<file path="src/rtl/byte_seg_display_pkg.sv">
// byte_seg_display_pkg: shared types and the 7-segment table for the byte display.
package byte_seg_display_pkg;

    typedef enum logic [1:0] {IDLE, CONV, UPDATE} state_t;

    typedef struct packed {
        logic       blank;
        logic [3:0] code;
    } digit_t;

    localparam logic [6:0] SEG_BLANK = 7'b1111111;

    // Active-low gfedcba patterns for hex codes 0..F
    localparam logic [6:0] SEG_TABLE [16] = '{
        7'b1000000, 7'b1111001, 7'b0100100, 7'b0110000,
        7'b0011001, 7'b0010010, 7'b0000010, 7'b1111000,
        7'b0000000, 7'b0010000, 7'b0001000, 7'b0000011,
        7'b1000110, 7'b0100001, 7'b0000110, 7'b0001110
    };

    localparam digit_t DIGIT_BLANK = '{blank: 1'b1, code: 4'h0};
    localparam digit_t DIGIT_ZERO  = '{blank: 1'b0, code: 4'h0};

    function automatic digit_t mk_digit(input logic blank, input logic [3:0] code);
        return '{blank: blank, code: code};
    endfunction

endpackage

</file>
<file path="src/rtl/byte_seg_display_seg7_decode.sv">
// seg7_decode: maps a digit (code plus blank flag) to active-low segment cathodes.
module seg7_decode
    import byte_seg_display_pkg::*;
(
    input  logic [4:0] digit_i,
    output logic [6:0] seg_o
);

    digit_t d;

    assign d     = digit_t'(digit_i);
    assign seg_o = d.blank ? SEG_BLANK : SEG_TABLE[d.code];

endmodule

</file>
<file path="src/rtl/byte_seg_display.sv">
// byte_seg_display: converts a byte to decimal (double-dabble) or hex digits and
// multiplexes them onto a 4-digit common-anode 7-segment display.
module byte_seg_display
    import byte_seg_display_pkg::*;
#(
    parameter int REFRESH_DIV = 100000
) (
    input  logic       clk,
    input  logic       rst_n,
    input  logic [7:0] val_in,
    input  logic       val_vld,
    input  logic       hex_mode,
    output logic       busy,
    output logic [6:0] seg,
    output logic [3:0] an,
    output logic       dp
);

    localparam int CW = $clog2(REFRESH_DIV);
    localparam logic [CW-1:0] REF_LAST = CW'(REFRESH_DIV - 1);

    state_t         state_q, state_d;
    logic [7:0]     val_q, val_d;
    logic           hex_q, hex_d;
    logic [2:0]     cnt_q, cnt_d;
    logic [9:0]     bcd_q, bcd_d;
    logic [7:0]     bcd_adj;
    digit_t [3:0]   dig_q, dig_d;
    logic [CW-1:0]  ref_q, ref_d;
    logic [1:0]     scan_q, scan_d;
    logic [3:0]     hund, tens, ones;
    logic           ref_wrap;

    // Scratch: [9:8] hundreds (never exceeds 2), [7:4] tens, [3:0] ones
    assign hund     = {2'b00, bcd_q[9:8]};
    assign tens     = bcd_q[7:4];
    assign ones     = bcd_q[3:0];
    assign ref_wrap = (ref_q == REF_LAST);

    always_comb begin
        state_d = state_q;
        val_d   = val_q;
        hex_d   = hex_q;
        cnt_d   = cnt_q;
        bcd_d   = bcd_q;
        dig_d   = dig_q;
        bcd_adj[7:4] = (tens >= 4'd5) ? tens + 4'd3 : tens;
        bcd_adj[3:0] = (ones >= 4'd5) ? ones + 4'd3 : ones;
        ref_d   = ref_wrap ? '0 : ref_q + 1'b1;
        scan_d  = ref_wrap ? scan_q + 2'd1 : scan_q;
        case (state_q)
            IDLE: if (val_vld) begin
                state_d = CONV;
                val_d   = val_in;
                hex_d   = hex_mode;
                cnt_d   = '0;
                bcd_d   = '0;
            end
            CONV: begin
                bcd_d   = {bcd_q[8], bcd_adj, val_q[3'd7 - cnt_q]};
                cnt_d   = cnt_q + 3'd1;
                state_d = (cnt_q == 3'd7) ? UPDATE : CONV;
            end
            UPDATE: begin
                state_d = IDLE;
                dig_d   = hex_q
                    ? {DIGIT_BLANK, DIGIT_BLANK, mk_digit(1'b0, val_q[7:4]), mk_digit(1'b0, val_q[3:0])}
                    : {DIGIT_BLANK, mk_digit(hund == 4'd0, hund),
                       mk_digit((hund == 4'd0) && (tens == 4'd0), tens), mk_digit(1'b0, ones)};
            end
            default: state_d = IDLE;
        endcase
    end

    always_ff @(posedge clk) begin
        if (!rst_n) begin
            state_q <= IDLE;
            val_q   <= '0;
            hex_q   <= 1'b0;
            cnt_q   <= '0;
            bcd_q   <= '0;
            dig_q   <= {DIGIT_BLANK, DIGIT_BLANK, DIGIT_BLANK, DIGIT_ZERO};
            ref_q   <= '0;
            scan_q  <= '0;
        end else begin
            state_q <= state_d;
            val_q   <= val_d;
            hex_q   <= hex_d;
            cnt_q   <= cnt_d;
            bcd_q   <= bcd_d;
            dig_q   <= dig_d;
            ref_q   <= ref_d;
            scan_q  <= scan_d;
        end
    end

    assign busy = (state_q != IDLE);
    assign an   = ~(4'b0001 << scan_q);
    assign dp   = 1'b1;

    seg7_decode u_dec (
        .digit_i (dig_q[scan_q]),
        .seg_o   (seg)
    );

endmodule

</file>
<file path="config.mk">
export PLATFORM = sky130hd
export DESIGN_NAME = byte_seg_display
export DESIGN_NICKNAME = d
export VERILOG_FILES = /design/src/rtl/byte_seg_display_pkg.sv /design/src/rtl/byte_seg_display_seg7_decode.sv /design/src/rtl/byte_seg_display.sv
export SDC_FILE = /design/constraint.sdc
export NUM_CORES = 1
export LEC_CHECK = 0
export ABC_CLOCK_PERIOD_IN_PS = 3600
export BUFFER_PORTS_ARGS = -buffer_cell sky130_fd_sc_hd__buf_2
export CAP_MARGIN = 25
export CORE_MARGIN = 2
export CORE_UTILIZATION = 44
export DETAILED_ROUTE_END_ITERATION = 8
export PLACE_DENSITY = 0.68
export REMOVE_ABC_BUFFERS = 1
export SLEW_MARGIN = 20
export SYNTH_ARGS = -nofsm -noshare
export SYNTH_HDL_FRONTEND = slang
export SYNTH_SLANG_ARGS = --single-unit
</file>
<file path="constraint.sdc">
create_clock -name clk -period 3.6 [get_ports clk]
set_clock_uncertainty 0.05 [all_clocks]
set_input_delay 0 -clock clk [delete_from_list [all_inputs] [get_ports clk]]
set_output_delay 0 -clock clk [all_outputs]
set_load 0.02 [all_outputs]
</file>
Word-level counts from Yosys, hierarchy flattened
Memories as Yosys holds them, arrays and structs flattened. Index checks and enable logic that the tools add are counted.

Register bits after elaboration: 63. Memory bits (read-only): 112. Bits of input ports: 12. Output and inout bits: 13. Word-level logic and storage cells: 62. Memories: 1.

Memory list: (name not given) (words 16, bits a word 7, rd ports 1, clocked after Yosys merged registers in 0, wr ports 0, RTL line byte_seg_display_seg7_decode.sv:12) `assign seg_o = d.blank ? SEG_BLANK : SEG_TABLE[d.code];`.

$add $sub $neg: 6. Magnitude comparators: 5. Eq/ne operators: 5. Shift-type cells: 1. Mux-type cells: 17. Bitwise operators: 3. Reductions and logical operators: 9.

Operator list (number): two-way mux 7 bit (3); case mux 10 bit (2 select lines) (1); adder 17 x 1 -> 17 bit (second input constant) (1); == test 17 bit (second input constant) (1); two-way mux 15 bit (1); binary-select mux 5 bit (select 2 bit) (1); two-way mux 10 bit (1); adder 4 x 2 -> 4 bit (second input constant) (2); greater-or-equal comparator 4 x 3 -> 1 bit (second input constant) (2); logical NOT 4 bit (2); two-way mux 4 bit (2); case mux 3 bit (2 select lines) (1); greater-or-equal comparator 5 bit (second input constant) (1); two-way mux 5 bit (1); NOT 4 -> 5 bit (1); less-than comparator 3 x 4 -> 1 bit (second input constant) (1); two-way mux 2 bit (2); NOT 4 bit (1); case mux 2 bit (2 select lines) (1); AND reduction 2 bit (2); nonzero test 2 bit (2); left shift 1 x 2 -> 4 bit (first input constant) (1); adder 3 x 1 -> 3 bit (second input constant) (1); binary-select mux 1 bit (select 3 bit) (1); 13 further kinds (13).

Logic depth before layout (Yosys ltp)
Depth in word-level cells: 7. Gate-level depth with buffers: 8. Gate-level depth less buffers: 7.

Modules after synthesis
A second synthesis with hierarchy kept.

Cell total of the unflattened synthesis: 344. Area, all modules: 3020.4 µm².

By module, submodules not included: byte_seg_display (instances 1, cells an instance 309, area each 2721.4 µm², sequential area each 1101.1 µm²); seg7_decode (instances 1, cells an instance 35, area each 299.0 µm², sequential area each 0.0 µm²).

Least setup slack after synthesis
Ideal clock, no wire load.

Path type: register to output. From: reg scan_q[0]. To: out seg[3]. Arrival time: 2.349 ns. Required time: 3.550 ns. Slack: 1.201 ns. Cell stages (with the launch flop): 8. Cell sequence: dfxtp_1 > clkbuf_1 > mux2_2 > a22oi_1 > ha_1 > inv_1 > mux4_2 > o21ai_0.

Longest elaborated chain between the ends: 7.

RTL lines: start: declaration (RTL line byte_seg_display.sv:30) `logic [1:0] scan_q, scan_d;`; start signal: assignment (RTL line byte_seg_display.sv:93) `scan_q <= scan_d;`; binary-select mux 5 bit (select 2 bit) (*) (RTL line byte_seg_display.sv:102) `.digit_i (dig_q[scan_q]),`; two-way mux 5 bit (implied by the code) (*) (RTL line byte_seg_display.sv:102); NOT 4 -> 5 bit (implied by the code) (RTL line byte_seg_display_seg7_decode.sv:12); memory read (16 x 7 bit); two-way mux 7 bit (implied by the code) (2 in a row) (RTL line byte_seg_display_seg7_decode.sv:12); two-way mux 7 bit (*) (RTL line byte_seg_display_seg7_decode.sv:12); end: declaration (RTL line byte_seg_display.sv:14) `output logic [6:0] seg,`.

Every way passes the cells marked *; elsewhere a longest branch is shown, timed or not. The select of a mux whose other input is x is not followed.

Worst setup path in the final report
Same ends and word-level chain as after synthesis.

==> metrics.txt <==
status finished, final reports clean; area of the multi-input gates 1670 um2; initial antenna violation count 0; endpoint class of the critical path output pin; area grow syn2layout 12.3%; pwr dens 325 nW/um2; Hold WC Path Type in -> reg; peak supply drop 0.000167 V; crit path kind reg -> out; CTS Buffer Depth 2; FF-to-FF path depth 4; Remaining DRCs 0; hold depth 4; nets@finish between 400 and 500; CP Max Fanout 16; total power ~1.1 mW; Min Hold Slack 110 ps; setup TNS 0 ps; CP Data Required Time 3550 ps; Post-synth EDFFs 0; Die ar. 7290 um2; IO Port Bufs 23; Sink Count 55; Synth cell types 44; CTS Hold Buffers Added 10; initial core utilization 0.457; cell taking the most area after synthesis dfxtp_1; sequential-to-total area share from yosys stat 0.378; DR pass1 iterations 4; top cell type's share of synthesized area 0.378; Slew Viols, Final 0; DRT antenna net count 0; H-tree depth 2; clock share of power 0.338; cts repair resizes 0; sequential power share 0.595; Ant. Diodes 0; synth cell count leaders dfxtp_1, nand2_1, nor2_1, a21oi_1, inv_1; vias in the first global route 2184; largest cells by area after synthesis dfxtp_1, ha_1, nand2_1; Comb pwr share 0.067; Critical Path AT ~2900 ps; Clock Latency Late Sink 300 ps; internal power 0.825 mW; CTS Root Cell clkbuf_8; dpl hpwl about 4300 um; All-Layer GR Usage 0.171; Die Y-Extent 85.4 um; first-pass GRT wire length 10100 um; Final GP Congestion a little over 0.9; fillers around 650; CTS tree done; Top FF cell, synth dfxtp_1; cell row count 29; Num CTS Buffers 5; via count around 2400; largest net degree at the start of global routing 32; routed len/inst 13.1 um; max-cap viol count 0; initial DRC count 140; sw power 0.239 mW; total I/O pin count 25; YS warnings 0; Final Hold Fails 0; setup bufs post-CTS 0; Pleak roughly 1.2 nW; top-count cell post-synth dfxtp_1; crit share post-route 0.810; fmax around 340 MHz; via/cell ratio around 5.4; Post-synth ARST share 0; sw frac 0.224; # setup viols final 0; Tmin final 2920 ps; Reg clk slew, reported paths around 90 ps; Worst Max-Slew Pin Slew 986 ps; RSZ-0062 raised after global routing false; Critical Path Start Type flip-flop; post-synthesis sequential element count 55; Die W 85.4 um; Avg Cell Area, Syn 8.43 um2; drt total wl between 5000 and 6000 um; Relative slew margins 0.342; core area 6390 um2; proportion of layout cells with a drive suffix above 1 0.118; grt total ovfl 0; storage element area 1100 um2; Mapped Area 2920 um2; cell count after synthesis 346
cell families after synthesis:
logic type | Yosys count | synth area share
simple gates | 129 | 0.215
fa+ha+maj | 18 | 0.0773
mux | 19 | 0.0803
buf+inv | 36 | 0.0489
flops | 55 | 0.378
compound gates | 71 | 0.148
other cells | 1 | 0.00129
xor+xnor | 17 | 0.0511
metal layers:
metal / up-vias / GRT usage / share of wire
li1: 1252 / - / -
met3: 5 / 0.0302 / 0.029
met4: 0 / 0.0505 / 0.011
met1: 1136 / 0.230 / 0.50
met2: 39 / 0.280 / 0.46
met5: - / 0 / 0
flip-flops by register name, indices dropped and copies added, names as in the netlist:
name / count
ref_q: 17
dig_q: 12
bcd_q: 10
val_q: 8
cnt_q: 3
scan_q: 2
state_q: 2
hex_q: 1
critical path, cell delays in order (launching register included):
cell and delay (ps):
dfxtp_1 620, mux2_2 390, a22oi_1 470, ha_1 370, mux4_2 450, o21ai_0 80
buf_2 180
stage by stage:
stage / instances / setup WS (ps) / area, um2 / utilization
finish: 451 / 685 / 3270 / 0.513
global placement: 433 / 1120 / 3070 / 0.481
global route: 451 / 462 / 3270 / 0.513
CTS: 451 / 662 / 3270 / 0.513
detailed placement: 433 / 1000 / 3070 / 0.481
floorplan: 332 / 1250 / 2860 / -
power groups by stage:
stage	clock, mW	combinational, mW	sequential, mW
final	0.360	0.0712	0.633
after global routing	0.403	0.0803	0.635
after CTS	0.373	0.0714	0.633
after detailed placement	0	0.0631	0.647
after global placement	0	0.0626	0.647
after floorplan	0	0.0426	0.643
final timing paths:
check             from       end  slack (ps)
max reg2reg   ref_q[5]  ref_q[7]        1590
max          scan_q[0]    seg[3]         680
min            val_vld  bcd_q[8]         110
min reg2reg   ref_q[0]  ref_q[0]         410
area by class of cell:
cell class	instances	share of cell area
well taps	77	0.0294
multi-input cells	255	0.511
inverters	22	0.0252
clock buffers	8	0.0306
flip-flops and latches	55	0.336
repair buffers	34	0.0680
layout by cell type, fill, tap and decap left out, types with 4 or more instances in the layout:
master and n:
nand4_1 5, nor3_1 7, inv_1 22, nor4_1 4
dlygate4sd3_1 10, nor2_1 32, mux2i_1 11, nand2_1 40
a211oi_1 8, ha_1 18, buf_2 23, a21oi_1 28
mux2_2 5, xor2_1 4, nand2b_1 7, clkbuf_8 7
o21ai_0 17, nand3_1 12, dfxtp_1 55, xnor2_1 13
Note: power is estimated with default switching activity, not from simulation.
